===== config.mk =====
export PLATFORM = sky130hd
export DESIGN_NAME = user_btn_debounce
export DESIGN_NICKNAME = d
export VERILOG_FILES = /design/src/rtl/user_btn_debounce.sv
export SDC_FILE = /design/constraint.sdc
export NUM_CORES = 1
export LEC_CHECK = 0
export BUFFER_PORTS_ARGS = -buffer_cell sky130_fd_sc_hd__buf_4
export CELL_PAD_IN_SITES_DETAIL_PLACEMENT = 1
export CELL_PAD_IN_SITES_GLOBAL_PLACEMENT = 2
export CORE_UTILIZATION = 39
export CTS_BUF_LIST = sky130_fd_sc_hd__clkbuf_4 sky130_fd_sc_hd__clkbuf_8
export DETAILED_ROUTE_END_ITERATION = 8
export PLACE_DENSITY = 0.79
export REMOVE_ABC_BUFFERS = 1
export SLEW_MARGIN = 20
export SYNTH_ARGS = -nofsm -noshare
export SYNTH_HDL_FRONTEND = slang
export SYNTH_SLANG_ARGS = --single-unit

===== constraint.sdc =====
create_clock -name i_sys_clk -period 2.17 [get_ports i_sys_clk]
set_input_delay 0.217 -clock i_sys_clk [delete_from_list [all_inputs] [get_ports i_sys_clk]]
set_output_delay 0.217 -clock i_sys_clk [all_outputs]
set_load 0.005 [all_outputs]

===== src/rtl/user_btn_debounce.sv =====
// rtl/user_btn_debounce.sv - push-button synchronizer and debounce FSM with press/release/long-press strobes
module user_btn_debounce #(
    parameter int DEBOUNCE_CYCLES   = 156500,
    parameter int LONG_PRESS_CYCLES = 15650000,
    parameter bit ACTIVE_LOW        = 1'b1
) (
    input  logic       i_sys_clk,
    input  logic       i_sys_rst,
    input  logic       i_user_btn0,
    output logic       o_btn_level,
    output logic       o_press,
    output logic       o_release,
    output logic       o_long_press,
    output logic [7:0] o_press_count
);
    localparam int DW = $clog2(DEBOUNCE_CYCLES);
    localparam int HW = $clog2(LONG_PRESS_CYCLES);
    localparam logic [DW-1:0] DEB_LAST  = DW'(DEBOUNCE_CYCLES - 1);
    localparam logic [HW-1:0] HOLD_LAST = HW'(LONG_PRESS_CYCLES - 1);
    localparam logic PIN_RELEASED = ACTIVE_LOW;

    typedef enum logic [1:0] {
        IDLE       = 2'd0,
        PRESS_PEND = 2'd1,
        PRESSED    = 2'd2,
        REL_PEND   = 2'd3
    } state_t;

    state_t        r_state;
    state_t        w_state_nxt;
    logic          r_s1;
    logic          r_s2;
    logic          w_s2n;
    logic [DW-1:0] r_deb_cnt;
    logic [DW-1:0] w_deb_cnt_nxt;
    logic [HW-1:0] r_hold_cnt;
    logic [HW-1:0] w_hold_cnt_nxt;
    logic          r_long_done;
    logic          w_long_done_nxt;
    logic          r_btn_level;
    logic          r_press;
    logic          r_release;
    logic          r_long_press;
    logic [7:0]    r_press_count;
    logic          w_level_nxt;
    logic          w_press_nxt;
    logic          w_release_nxt;
    logic          w_long_nxt;
    logic [7:0]    w_count_nxt;
    logic          w_commit_press;
    logic          w_commit_release;
    logic          w_holding;

    // Normalize so that 1 always means pressed regardless of pin polarity.
    assign w_s2n            = r_s2 ^ PIN_RELEASED;
    assign w_commit_press   = (r_state == PRESS_PEND) && w_s2n && (r_deb_cnt == DEB_LAST);
    assign w_commit_release = (r_state == REL_PEND) && !w_s2n && (r_deb_cnt == DEB_LAST);
    assign w_holding        = (r_state == PRESSED) || (r_state == REL_PEND);

    always_ff @(posedge i_sys_clk) begin
        if (i_sys_rst) begin
            r_s1          <= PIN_RELEASED;
            r_s2          <= PIN_RELEASED;
            r_state       <= IDLE;
            r_deb_cnt     <= '0;
            r_hold_cnt    <= '0;
            r_long_done   <= 1'b0;
            r_btn_level   <= 1'b0;
            r_press       <= 1'b0;
            r_release     <= 1'b0;
            r_long_press  <= 1'b0;
            r_press_count <= 8'd0;
        end else begin
            r_s1          <= i_user_btn0;
            r_s2          <= r_s1;
            r_state       <= w_state_nxt;
            r_deb_cnt     <= w_deb_cnt_nxt;
            r_hold_cnt    <= w_hold_cnt_nxt;
            r_long_done   <= w_long_done_nxt;
            r_btn_level   <= w_level_nxt;
            r_press       <= w_press_nxt;
            r_release     <= w_release_nxt;
            r_long_press  <= w_long_nxt;
            r_press_count <= w_count_nxt;
        end
    end

    always_comb begin
        w_state_nxt = r_state;
        case (r_state)
            IDLE: begin
                if (w_s2n) w_state_nxt = PRESS_PEND;
            end
            PRESS_PEND: begin
                if (!w_s2n)                     w_state_nxt = IDLE;
                else if (r_deb_cnt == DEB_LAST) w_state_nxt = PRESSED;
            end
            PRESSED: begin
                if (!w_s2n) w_state_nxt = REL_PEND;
            end
            REL_PEND: begin
                if (w_s2n)                      w_state_nxt = PRESSED;
                else if (r_deb_cnt == DEB_LAST) w_state_nxt = IDLE;
            end
            default: w_state_nxt = IDLE;
        endcase
    end

    always_comb begin
        w_deb_cnt_nxt   = r_deb_cnt;
        w_hold_cnt_nxt  = r_hold_cnt;
        w_long_done_nxt = r_long_done;
        w_level_nxt     = r_btn_level;
        w_press_nxt     = w_commit_press;
        w_release_nxt   = w_commit_release;
        w_long_nxt      = 1'b0;
        w_count_nxt     = r_press_count;

        if ((r_state == IDLE && w_s2n) || (r_state == PRESSED && !w_s2n)) begin
            w_deb_cnt_nxt = '0;
        end else if (((r_state == PRESS_PEND && w_s2n) || (r_state == REL_PEND && !w_s2n))
                     && r_deb_cnt != DEB_LAST) begin
            w_deb_cnt_nxt = r_deb_cnt + DW'(1);
        end

        if (w_commit_press) begin
            w_level_nxt     = 1'b1;
            w_count_nxt     = r_press_count + 8'd1;
            w_hold_cnt_nxt  = '0;
            w_long_done_nxt = 1'b0;
        end else if (w_holding) begin
            if (r_hold_cnt != HOLD_LAST) w_hold_cnt_nxt = r_hold_cnt + HW'(1);
            // A release committing in the same cycle wins over the long-press strobe.
            if (r_hold_cnt == HOLD_LAST && !r_long_done) begin
                w_long_done_nxt = 1'b1;
                w_long_nxt      = !w_commit_release;
            end
        end

        if (w_commit_release) w_level_nxt = 1'b0;
    end

    assign o_btn_level   = r_btn_level;
    assign o_press       = r_press;
    assign o_release     = r_release;
    assign o_long_press  = r_long_press;
    assign o_press_count = r_press_count;
endmodule


==> metrics.md, run 1 <==
| Metric | Value |
|---|---|
| DRT iter0 DRCs | 56 |
| Yosys top cell by area | dfxtp_1 |
| Critical path fanouts, max | 10 |
| Area of the die | 7540 µm² |
| I/O pin count | 15 |
| Area Overhead vs Synth | 17.0% |
| Initial Utilization | 0.409 |
| Critical path class | flip-flop to flip-flop |
| Maximum vdd drop | 277 µV |
| Final critical-path required period | 1970 ps |
| IO buf count | 14 |
| Worst path required time | 2400 ps |
| Final Max Slew Viols | 0 |
| CP peak stage delay | 360 ps |
| Pwr dens | 668 nW/µm² |
| CP Data Arrival Time | 2200 ps |
| Placed cell area | 3070 µm² |
| Max Cap Violations | 0 |
| Post-route ant nets | 0 |
| Status | completed |
| Vias in the first global route | 2,454 |
| Clk sinks | 59 |
| Core box area | 6870 µm² |
| Critical path's slowest cell | dfxtp_1 |
| Unrepaired setup endpoints after global routing | no |
| Max clock buf depth | 2 |
| CP delay by family, top | simple AND/OR/NAND/NOR gates |
| Drt wl/cell | 14.5 µm |
| Worst Path Buf+Inv | 0 |
| Inserted Clock Buffers | 9 |
| Share of post-route cells with drive strength above 1 | 0.162 |
| Ranking of synthesized cells by area | dfxtp_1 42%, nor2_1 7.4%, xor2_1 6.6%, nand3_1 3.9%, xnor2_1 3.7% |
| CTS H-tree depth | 3 |
| Drt pass-1 iters | 3 |
| Crit. End Element | flip-flop |
| Primary FF master, synth | dfxtp_1 |
| Post-route cell area | 3280 µm² |
| Leakage | 1.20 nW |
| Clk root buf | clkbuf_8 |
| Crit-path cells | nor4b_2 > and4_4 > nand4_4 > nor4_2 > mux2_2 |
| NumNets Final | 358 |
| Tot GR Track Use | 0.195 |
| Cell variety after synth | 48 |
| Synth warn | 0 |
| Die height | 86.9 µm |
| Remaining Overflow, GRT | 0 |
| Share of the synthesized area in the top cell type | 0.421 |
| Tcrit/Tclk final | 0.908 |
| Worst min-delay path category | input pin to flip-flop |
| Yosys reg bits | 59 |
| Initial antenna violation count | 0 |
| Gate Count Post-Synth | 327 |
| Post-synth ARST share | 0 |
| Avg Cell Area, Syn | 8.59 µm² |
| Die extent in x | 86.9 µm |
| Final WL | 6590 µm |
| Post-CTS Setup Bufs | 0 |
| Vias/cell | 5.21 |
| CTS tree | yes |
| Global-route wire length before repair | 11,400 µm |
| Worst rel slew slack | 0.645 |
| ANT cells | 0 |
| Hold WS | 61.7 ps |
| Hold Vio Cnt, Final | 0 |
| Final number of setup-violating endpoints | 0 |
| Largest net degree at the start of global routing | 27 |
| Max frequency | 0.507 GHz |
| Mapped cell area | 2810 µm² |
| Vias | 2,361 |
| Dpl hpwl | 4730 µm |
| Clk pin slew, worst setup/hold paths | 70 ps |
| Post-Layout Cell Count | 453 |
| Setup crit start kind | flip-flop |
| Placed Cells | 437 |
| DRC Markers | 0 |
| Final worst clock skew | 9.58 ps |
| Top-count cell post-synth | dfxtp_1 |
| Share of the yosys chip area belonging to registers | 0.421 |
| EDFF count, synth | 0 |
| GPL Wtd Cong | 0.752 |
| Worst slew pin tran | 532 ps |
| Row Count | 30 |
| Setup TNS | 0 ps |
| Worst skew pair latency | 340 ps |
| Top cells by count, synth | 59 x dfxtp_1, 55 x nor2_1, 25 x nand2_1 |
[power by group]
| part | internal (mW) | switching [mW] | leakage, nW |
|---|---|---|---|
| sequential | 1.09 | 0.00371 | 0.476 |
| clock | 0.620 | 0.436 | 0.108 |
| combinational | 0.0167 | 0.0290 | 0.620 |
[stage by stage]
stage	total power, mW	utilization	worst slack (ps)
after CTS	2.23	0.477	176
after detailed placement	1.16	0.446	190
after global routing	2.28	0.478	82.8
after floorplan	1.14	-	364
final	2.19	0.478	199
after global placement	1.16	0.446	245
[layout make-up]
cell class                 instances  area, µm²
fill                             833       3580
multi-input combinational        255       1570
sequential                        59       1180
timing repair buffer              24        193
clock buffer                      12        165
tap                               96        120
clock inverter                     4       47.5
inverter                           3       11.3
[flip-flops by register name (all words and copies together), names as in the netlist, named ones only]
| name | cells |
|---|---|
| r_hold_cnt | 24 |
| r_s1 | 1 |
| o_press_count | 8 |
| r_deb_cnt | 18 |
| r_long_done | 1 |
| r_s2 | 1 |
| r_state | 1 |
| o_btn_level | 1 |
| o_long_press | 1 |
| o_release | 1 |
| o_press | 1 |
[path summary, 6_finish.rpt]
| check | from | cells after the start | endpoint | slack, ps |
|---|---|---|---|---|
| worst max register to register | r_deb_cnt[11]$_SDFFE_PP0P_ | 5 | o_press_count[7]$_SDFFE_PP0P_ | 200 |
| worst min register to register | r_s1$_SDFF_PP1_ | 1 | r_s2$_SDFF_PP1_ | 420 |
| worst max-delay path | r_deb_cnt[11]$_SDFFE_PP0P_ | 5 | o_press_count[7]$_SDFFE_PP0P_ | 200 |
| worst min-delay path | i_user_btn0 | 2 | r_s1$_SDFF_PP1_ | 60 |
[per-layer routing]
metal	vias up	part of all wire	GRT usage
met2	15	0.50	0.349
met4	0	0.011	0.0652
met5	-	0	0
met1	1139	0.47	0.224
li1	1200	-	-
met3	7	0.021	0.0540
[cells in the final DEF (no fill, tap or decap), types with 3 or more instances in the layout]
master	n
mux2i_1	4
nand2_1	25
ha_1	3
nor2_1	55
xor2_1	21
nand4_1	14
and2_1	4
nor4bb_1	3
nand2b_1	4
nor4_1	3
or4_1	4
nor2b_1	4
o21ai_0	10
nor3_1	11
nand3_1	22
dfxtp_1	59
and4_1	3
buf_4	23
inv_1	3
and3_1	8
xnor2_1	12
clkbuf_8	12
a21oi_1	13
or3_1	4
[kinds of logic after synthesis]
| group | count (synthesis) | share of synthesized area |
|---|---|---|
| buffers and inverters | 13 | 0.0232 |
| DFF | 59 | 0.421 |
| AOI/OAI and AO/OA | 31 | 0.0637 |
| muxes | 7 | 0.0263 |
| adders and majority gates | 3 | 0.0134 |
| xor gates and xnor gates | 33 | 0.103 |
| and+or+nand+nor | 181 | 0.350 |
[repair_timing]
item                                    4_1_cts  5_1_grt
hold buffers                                  0        0
endpoints found under the setup margin        0        4
gates resized for setup                       0        1
Power figures use the tool's default switching activity.
==> run 2, diff against run 1 <==
CORE_UTILIZATION = 37   (was 39)
CTS_BUF_LIST = unset   (was sky130_fd_sc_hd__clkbuf_4 sky130_fd_sc_hd__clkbuf_8)
PLACE_DENSITY = 0.75   (was 0.79)
==> metrics.md, run 2 (synthesis results as in run 1) <==
| Metric | Value |
|---|---|
| Clk pin slew, worst setup/hold paths | 70 ps (about the same) |
| Initial Utilization | 0.385 (-0.0237) |
| DRT iter0 DRCs | 60 (+7.1%) |
| Post-CTS Resized | 0 (unchanged) |
| Maximum vdd drop | 345 µV (+24%) |
| Commonest non-fill, non-tap cell in the layout | dfxtp_1 |
| Tcrit/Tclk final | 0.907 (-0.00149) |
| CTS tree | yes |
| Setup TNS | 0 ps (unchanged) |
| Top reg by flops | r_hold_cnt |
| IO buf count | 14 (unchanged) |
| CP peak stage delay | 360 ps (about the same) |
| Status | completed |
| Core box area | 7290 µm² (+6.2%) |
| Post-route cell area | 3330 µm² (+1.3%) |
| Remaining Overflow, GRT | 0 (unchanged) |
| R2r startpoint | r_deb_cnt[11]$_SDFFE_PP0P_ |
| Post-Layout Cell Count | 457 (+0.88%) |
| CP delay by family, top | simple AND/OR/NAND/NOR gates |
| Critical path fanouts, max | 10 (unchanged) |
| CP Data Arrival Time | 2200 ps (about the same) |
| Area Overhead vs Synth | 18.4% |
| Pwr dens | 729 nW/µm² (+9.2%) |
| Max frequency | 0.508 GHz (+0.16%) |
| Drt wl/cell | 13.9 µm (-4.8%) |
| Overall power | 2.43 mW (+11%) |
| Max clock buf depth | 2 (unchanged) |
| Worst min-delay path category | input pin to flip-flop |
| Fillcell total | 894 (+7.3%) |
| GPL Wtd Cong | 0.736 (-2.0%) |
| Max Cap Violations | 0 (unchanged) |
| Post-CTS Setup Bufs | 0 (unchanged) |
| Vias | 2,364 (+0.13%) |
| Setup crit start kind | flip-flop |
| Clk root buf | clkbuf_8 |
| Final number of setup-violating endpoints | 0 (unchanged) |
| Worst skew pair latency | 340 ps (about the same) |
| Post-route worst setup slack | 203 ps (+3.24 ps) |
| Initial antenna violation count | 0 (unchanged) |
| Critical path's slowest cell | dfxtp_1 |
| CTS H-tree depth | 3 (unchanged) |
| Post-route ant nets | 0 (unchanged) |
| Global-route wire length before repair | 10,400 µm (-9.1%) |
| Share of post-route cells with drive strength above 1 | 0.162 (-0.000454) |
| Area of the die | 7940 µm² (+5.3%) |
| Die extent in x | 89.1 µm (+2.6%) |
| Worst path required time | 2400 ps (about the same) |
| Most frequent cells in the layout | 59 x dfxtp_1, 55 x nor2_1, 25 x nand2_1, 25 x buf_4, 22 x nand3_1 |
| Drt pass-1 iters | 4 (+1) |
| Hold WS | 63.4 ps (+1.76 ps) |
| Worst slew pin tran | 539 ps (+7.03 ps) |
| Placed Cells | 441 (+0.92%) |
| Hold Vio Cnt, Final | 0 (unchanged) |
| Final core occ | 0.456 (-0.0221) |
| Largest net degree at the start of global routing | 27 (unchanged) |
| Start point of the critical path | r_deb_cnt[11]$_SDFFE_PP0P_ |
| Inserted Clock Buffers | 9 (unchanged) |
| Final worst clock skew | 5.66 ps (-3.92 ps) |
| Crit-path cells | nor4b_2 > and4_4 > nand4_4 > nor4_2 > mux2_2 |
| Final Max Slew Viols | 0 (unchanged) |
| ANT cells | 0 (unchanged) |
| Clk sinks | 59 (unchanged) |
| Worst hold start | i_user_btn0 |
| Worst Path Buf+Inv | 0 (unchanged) |
| I/O pin count | 15 (unchanged) |
| Placed cell area | 3070 µm² (about the same) |
| Vias in the first global route | 2,231 (-9.1%) |
| Unrepaired setup endpoints after global routing | no |
| Die height | 89.1 µm (+2.6%) |
| Dpl ws | 212 ps (+22.3 ps) |
| Worst rel slew slack | 0.641 (-0.00469) |
| Leakage | 1.23 nW (+2.1%) |
| Number of flip-flops in the largest register | 24 (unchanged) |
| DRC Markers | 0 (unchanged) |
| Critical path class | flip-flop to flip-flop |
| Vias/cell | 5.17 (-0.75%) |
| Final WL | 6330 µm (-3.9%) |
| Final critical-path required period | 1970 ps (-3.24 ps) |
| CTS Hold Buffers Added | 0 (unchanged) |
| Row Count | 31 (+3.3%) |
| Dpl hpwl | 4470 µm (-5.5%) |
| Tot GR Track Use | 0.172 (-0.0229) |
| Crit. End Element | flip-flop |
| NumNets Final | 359 (+0.28%) |
==> run 2: cell count changes in the layout (fill, tap and decap cells not counted), sizes merged <==
cell	before	now
bufinv	1	3
buf	24	25
clkinv	2	1
clkinvlp	1	0
==> run 2: worst reg2reg max path, cell delays in order, from the launching register on <==
cell	delay, ps
dfxtp_1	360
nor4b_2	340
and4_4	300
nand4_4	180
nor4_2	320
mux2_2	360
==> run 2: routing by layer <==
| metal | track usage | up-vias | part of all wire |
|---|---|---|---|
| met4 | 0.0606 | 0 | 0.012 |
| li1 | - | 1200 | - |
| met3 | 0.0526 | 8 | 0.023 |
| met2 | 0.301 | 17 | 0.49 |
| met1 | 0.200 | 1139 | 0.47 |
| met5 | 0 | - | 0 |
==> run 2: layout make-up <==
type                    count  area [µm²]  area share
clock inverters             4        95.1      0.0286
inverters                   3        11.3     0.00339
repair buffers             25         188      0.0564
multi-input cells         255        1560       0.470
well taps                  99         124      0.0372
clock buffers              12         165      0.0497
flip-flops and latches     59        1180       0.355
==> run 2: final timing paths <==
check                                        to  slack [ps]  cells after the start
hold / removal                  r_s1$_SDFF_PP1_          60                      2
hold reg to reg                 r_s2$_SDFF_PP1_         430                      1
setup / recovery  o_press_count[7]$_SDFFE_PP0P_         200                      5
setup reg to reg  o_press_count[7]$_SDFFE_PP0P_         200                      5
==> run 2: report_power, final <==
part / leakage, nW / switching, mW / internal, mW
Clock: 0.133 / 0.436 / 0.855
Sequential: 0.476 / 0.00358 / 1.09
Combinational: 0.620 / 0.0283 / 0.0160
Total: 1.23 / 0.467 / 1.96
